--- src/rtl/sd_spi_byte_xfer.sv ---
// sd_spi_byte_xfer
// SPI mode-0 byte transceiver for the SD-card path. Runs directly on the SD
// clock divider output, so the SPI bit rate tracks the divider setting. One
// byte is shifted out on MOSI while one is shifted in from MISO; SCLK runs at
// half the CLKin rate and idles low. A transfer takes 16 CLKin edges from the
// accepting edge to the Done pulse, 18 edges back-to-back.
//
// Ports
//   CLKin   in   transfer clock (divider CLKout), all logic on posedge
//   Reset   in   asynchronous active-low reset
//   Start   in   transfer request, sampled only while idle
//   TxData  in   byte to send, captured on the accepting edge
//   MISO    in   serial data from card, sampled on SCLK rising edges
//   SCLK    out  SPI clock, idle low
//   MOSI    out  serial data to card, MOSI_IDLE when not transferring
//   RxData  out  last received byte, held until the next Done
//   Busy    out  high from the accepting edge until the return to idle
//   Done    out  one-cycle pulse, RxData valid
//
// Optional feature (define SD_SPI_CRC7_EN):
//   CrcClr  in   synchronous clear of the running CRC7 (wins over update)
//   Crc7    out  running CRC7 (x^7 + x^3 + 1) over every transmitted bit

module sd_spi_byte_xfer #(
  parameter int unsigned NBITS     = 8,
  parameter logic        MOSI_IDLE = 1'b1,
  parameter int unsigned MSB_FIRST = 1
) (
  input  logic             CLKin,
  input  logic             Reset,
  input  logic             Start,
  input  logic [NBITS-1:0] TxData,
  input  logic             MISO,
`ifdef SD_SPI_CRC7_EN
  input  logic             CrcClr,
  output logic [6:0]       Crc7,
`endif
  output logic             SCLK,
  output logic             MOSI,
  output logic [NBITS-1:0] RxData,
  output logic             Busy,
  output logic             Done
);

  localparam int unsigned CNT_W = (NBITS > 1) ? $clog2(NBITS) : 1;
  localparam logic [CNT_W-1:0] LAST_BIT = CNT_W'(NBITS - 1);

  typedef enum logic [1:0] {
    S_IDLE = 2'd0,
    S_LOW  = 2'd1,
    S_HIGH = 2'd2,
    S_DONE = 2'd3
  } state_e;

  state_e           state_q, state_d;
  logic             sclk_q, sclk_d;
  logic             mosi_q, mosi_d;
  logic             busy_q, busy_d;
  logic             done_q, done_d;
  logic [CNT_W-1:0] cnt_q, cnt_d;
  logic [NBITS-1:0] tx_q, tx_d;
  logic [NBITS-1:0] rx_q, rx_d;
  logic [NBITS-1:0] rx_data_q, rx_data_d;

  // Bit that goes on the wire next from a transmit shift register.
  function automatic logic tx_head(input logic [NBITS-1:0] d);
    return (MSB_FIRST != 0) ? d[NBITS-1] : d[0];
  endfunction

  // Drop the bit just sent.
  function automatic logic [NBITS-1:0] tx_shift(input logic [NBITS-1:0] d);
    return (MSB_FIRST != 0) ? (d << 1) : (d >> 1);
  endfunction

  // LSB-first fills from the top so the first received bit ends in bit 0.
  function automatic logic [NBITS-1:0] rx_shift(input logic [NBITS-1:0] d,
                                                input logic             b);
    return (MSB_FIRST != 0) ? {d[NBITS-2:0], b} : {b, d[NBITS-1:1]};
  endfunction

  // Next-state and next-output logic.
  always_comb begin
    state_d   = state_q;
    sclk_d    = sclk_q;
    mosi_d    = mosi_q;
    busy_d    = busy_q;
    done_d    = 1'b0;
    cnt_d     = cnt_q;
    tx_d      = tx_q;
    rx_d      = rx_q;
    rx_data_d = rx_data_q;

    unique case (state_q)
      S_IDLE: begin
        if (Start) begin
          state_d = S_LOW;
          tx_d    = TxData;
          rx_d    = '0;
          mosi_d  = tx_head(TxData);
          sclk_d  = 1'b0;
          cnt_d   = '0;
          busy_d  = 1'b1;
        end
      end
      S_LOW: begin
        // MISO has been stable since the previous falling edge.
        state_d = S_HIGH;
        sclk_d  = 1'b1;
        rx_d    = rx_shift(rx_q, MISO);
      end
      S_HIGH: begin
        sclk_d = 1'b0;
        if (cnt_q == LAST_BIT) begin
          state_d   = S_DONE;
          mosi_d    = MOSI_IDLE;
          rx_data_d = rx_q;
          done_d    = 1'b1;
        end else begin
          state_d = S_LOW;
          tx_d    = tx_shift(tx_q);
          mosi_d  = tx_head(tx_shift(tx_q));
          cnt_d   = cnt_q + CNT_W'(1);
        end
      end
      S_DONE: begin
        state_d = S_IDLE;
        busy_d  = 1'b0;
      end
      default: begin
        state_d = S_IDLE;
      end
    endcase
  end

  // State and output registers.
  always_ff @(posedge CLKin or negedge Reset) begin
    if (!Reset) begin
      state_q   <= S_IDLE;
      sclk_q    <= 1'b0;
      mosi_q    <= MOSI_IDLE;
      busy_q    <= 1'b0;
      done_q    <= 1'b0;
      cnt_q     <= '0;
      tx_q      <= '0;
      rx_q      <= '0;
      rx_data_q <= '0;
    end else begin
      state_q   <= state_d;
      sclk_q    <= sclk_d;
      mosi_q    <= mosi_d;
      busy_q    <= busy_d;
      done_q    <= done_d;
      cnt_q     <= cnt_d;
      tx_q      <= tx_d;
      rx_q      <= rx_d;
      rx_data_q <= rx_data_d;
    end
  end

  assign SCLK   = sclk_q;
  assign MOSI   = mosi_q;
  assign Busy   = busy_q;
  assign Done   = done_q;
  assign RxData = rx_data_q;

`ifdef SD_SPI_CRC7_EN
  logic [6:0] crc_q, crc_d;
  logic       crc_fb;

  // Every HIGH phase ends on the next edge (to LOW or DONE), and the bit
  // being sent during that phase is the one currently on MOSI.
  always_comb begin
    crc_fb = crc_q[6] ^ mosi_q;
    crc_d  = crc_q;
    if (CrcClr) begin
      crc_d = '0;
    end else if (state_q == S_HIGH) begin
      crc_d = {crc_q[5:0], 1'b0} ^ ({7{crc_fb}} & 7'h09);
    end
  end

  // CRC register.
  always_ff @(posedge CLKin or negedge Reset) begin
    if (!Reset) begin
      crc_q <= '0;
    end else begin
      crc_q <= crc_d;
    end
  end

  assign Crc7 = crc_q;
`endif

endmodule

--- config.mk ---
export PLATFORM = sky130hd
export DESIGN_NAME = sd_spi_byte_xfer
export DESIGN_NICKNAME = d
export VERILOG_FILES = /design/src/rtl/sd_spi_byte_xfer.sv
export SDC_FILE = /design/constraint.sdc
export NUM_CORES = 1
export LEC_CHECK = 0
export CAP_MARGIN = 20
export CELL_PAD_IN_SITES_DETAIL_PLACEMENT = 2
export CELL_PAD_IN_SITES_GLOBAL_PLACEMENT = 2
export CORE_MARGIN = 3
export CORE_UTILIZATION = 25
export DETAILED_ROUTE_END_ITERATION = 8
export DONT_BUFFER_PORTS = 1
export PLACE_DENSITY_LB_ADDON = 0.1
export SYNTH_ARGS = -nofsm -noshare
export SYNTH_HDL_FRONTEND = slang
export SYNTH_SLANG_ARGS = --single-unit
export TNS_END_PERCENT = 30
--- constraint.sdc ---
create_clock -name CLKin -period 5.3 [get_ports CLKin]
set_input_delay 0 -clock CLKin [delete_from_list [all_inputs] [get_ports CLKin]]
set_output_delay 0 -clock CLKin [all_outputs]
set_load 0.005 [all_outputs]
==> results.ini <==
[route]
routed-via-count = 855
dr_wl_cell_um = 15.69
drcViolationCount = 0
postRouteAntennaNets = 0
drt_iter0_markers = 13
viasPerCell = 4.500
drt_first_pass_iters = 2
routed_wirelength_mm = 2.982

[layout]
layout.filler_cells = 552
fin_nets = 133
design_area_mm2 = 0.001669
area.growth.synth_to_final_pct = 19.53
drive_above_1_share = 0.2750
antenna-diode-count = 0

[run_status]
outcome = finished, final reports clean

[floorplanning]
floorplan.initialDensity = 0.2666
placementRows = 26
core_mm2 = 0.005238
ioPinCount = 24
dieArea_mm2 = 0.006518
die-width_um = 80.74
fp.dieH_um = 80.74

[cts]
cts_tree = yes
clk_latency_ns = 0.28
post_cts_resized = 0
cts.path.max_buffers = 2
clkSinkCount = 32
clk_transition_reported_paths_ns = 0.07
htree_levels = 2
tritoncts.num_buffers = 5
cts_root_buffer = clkbuf_8

[place]
place_congestion = 0.6685
cell_area_after_placement_mm2 = 0.001456
io_buffers = 0
hpwlAfterDp_mm = 2.005

[grt]
grt_pass1_vias = 979
overflow = 0
first_pass_grt_wire_length_mm = 5.023
grt_busiest_layer = met2
globalRouteMet2Util = 0.1730
met3_demand_to_capacity_share_in_global_routing = 0.03991
antenna_found_initial = 0
grtUsageMet1 = 0.1212
grt_start_max_net_pins = 33
gr-usage-all-layers = 0.1048

[pwr]
peakVddDrop_uv = 113.1
power_density_mw_per_mm2 = 501.1
power.static_leakage_uw = 0.0007938

[synthesis]
synth-seq-area-share = 0.5744
synth-warning-count = 0
post_synthesis_cell_area_mm2 = 0.001396
net_count_of_the_mapped_netlist = 119
synth_cell_types = 28
postSynthAreaPerCell_um2 = 13.30
synthesis.instances = 105
synth.ff_latch_count = 32

[worst_setup_path]
crit_path_max_fanout = 12
longest_individual_stage_delay_on_the_worst_path_ns = 0.76
worstSetupEndpoint = RxData[7]
criticalPathCategory = flop to flop
worstSetupPathDepth = 3
crit_path_start_kind = flop
rr_endpoint = RxData[7]
timing.reg2reg.worst_path_depth = 3
timing.critical_path.max_delay_family = simple AND/OR/NAND/NOR gates
crit_start = state_q[0]
rrSetupSlack_ns = 3.17
crit_arrival_ns = 2.30
crit_path_required_time_ns = 5.47
regToRegStartpoint = state_q[0]
setup.worst_path.end_class = flop
worst_path_buffer_plus_inverter_count = 0
cp_cell_sequence = nor2b_1, nand2_2, mux2_2
slowest_stage = nor2b_1

[timing]
slew_worst_pin_ns = 0.8870
max_freq_ghz = 0.4697
timing.slew.headroom = 0.4074
drv_slew = 0
final-setup-viol-count = 0
period_minus_slack_ns = 2.129
report.final.hold_viol_count = 0
totalNegativeSetupSlack_ns = 0
rsz0062_at_grt = false
clock_skews_ns = 0.004318
layout_worst_path_cycle_share = 0.4017

[worst_hold_path]
timing.hold.worst.class = primary input to flop

[run]
timing.max_cap.violations = 0

-- metal layers --
metal / up-vias / share of wire / wire length [um]
li1: 392 / - / -
met1: 442 / 0.42 / 1267
met2: 16 / 0.50 / 1503
met3: 5 / 0.053 / 157
met4: 0 / 0.018 / 54
met5: - / 0 / 0
-- how the worst min path moves through the flow --
stage / from / slack, ns / to / cells after the start
3_3_place_gp: Reset / -0.29 / RxData[2] / 0
2_1_floorplan: Reset / -0.30 / Busy / 0
4_1_cts: Start / 0.06 / Busy / 3
6_report: Start / 0.07 / Busy / 3
5_1_grt: Start / 0.07 / Busy / 3
3_5_place_dp: Reset / -0.29 / rx_q[3] / 0
-- metrics by stage --
stage | hold slack (ns) | utilization | cells | total power [uW] | setup slack [ns]
3_5_place_dp | -0.2947 | 0.2781 | 171 | 643.7 | 3.130
2_1_floorplan | -0.2956 | - | 105 | 597.9 | 3.568
3_3_place_gp | -0.2946 | 0.2781 | 171 | 633.6 | 3.147
6_report | 0.06756 | 0.3187 | 190 | 836.4 | 3.171
5_1_grt | 0.07253 | 0.3187 | 190 | 903.5 | 2.952
4_1_cts | 0.05823 | 0.3187 | 190 | 857.9 | 3.121
-- synth_stat cells, drive strengths merged --
| master | count | area (um^2) |
|---|---|---|
| o21ai | 2 | 10.00 |
| mux2 | 20 | 247.7 |
| o21a | 1 | 7.510 |
| a221oi | 1 | 8.760 |
| ha | 2 | 25.02 |
| buf | 4 | 27.52 |
| a211oi | 1 | 7.510 |
| o21bai | 1 | 7.510 |
| nor2b | 3 | 18.77 |
| a22oi | 1 | 7.510 |
| dfstp | 1 | 26.28 |
| o22ai | 2 | 12.51 |
| a22o | 8 | 70.07 |
| inv | 9 | 33.78 |
| nor2 | 5 | 18.77 |
| a21oi | 3 | 26.28 |
| dfrtp | 31 | 775.7 |
| nand2 | 6 | 25.03 |
| mux2i | 2 | 20.02 |
| nand2b | 2 | 20.02 |
-- cell type report --
cell class,count,area (um^2),share of cell area
Clock buffer,6,82.58,0.04948
Timing Repair Buffer,11,120.1,0.07196
Tap cell,70,87.58,0.05247
Inverter,9,33.78,0.02024
Sequential cell,32,802.0,0.4805
Multi-Input combinational cell,60,533.0,0.3193
Clock inverter,2,10.01,0.005997
-- registers in the layout (all words and copies together) (netlist names) --
name     flops
state_q      2
cnt_q        3
Done         1
MOSI         1
RxData       8
Busy         1
SCLK         1
tx_q         7
rx_q         8
-- kinds of logic (layout without fill, tap and decap cells) --
kind of cell,after synthesis,in the layout,synth area share
compound gates,20,20,0.1129
fa+ha+maj,2,2,0.01792
buf+inv,13,28,0.04390
flops,32,32,0.5744
mux,22,22,0.1918
simple gates,16,16,0.05915
-- worst register-to-register path, delay by kind of cell (launching register included) --
kind             cells  cell delay (ns)
DFF                  1             0.54
muxes                1             0.36
and+or+nand+nor      2             1.11
-- placed cells by master, fill, tap and decap left out, drive strengths merged, types with 2 or more instances in the layout --
| master | count |
|---|---|
| a21oi | 3 |
| a22o | 8 |
| clkbuf | 6 |
| clkinv | 2 |
| dfrtp | 31 |
| dlygate4sd3 | 10 |
| ha | 2 |
| inv | 9 |
| mux2 | 20 |
| mux2i | 2 |
| nand2 | 6 |
| nand2b | 2 |
| nor2 | 5 |
| nor2b | 3 |
| o21ai | 2 |
| o22ai | 2 |
-- timing repair --
item,in CTS,in global routing
setup buffers,0,0
hold buffers,11,0
hold endpoints to repair,42,0
-- where the power goes --
part	internal, uW	switching [uW]	leakage (uW)
combinational	144	109	0.000329
sequential	319	70.3	0.000414
clock	104	90.3	0.0000510
No activity file was read; power rests on OpenSTA's default activity.
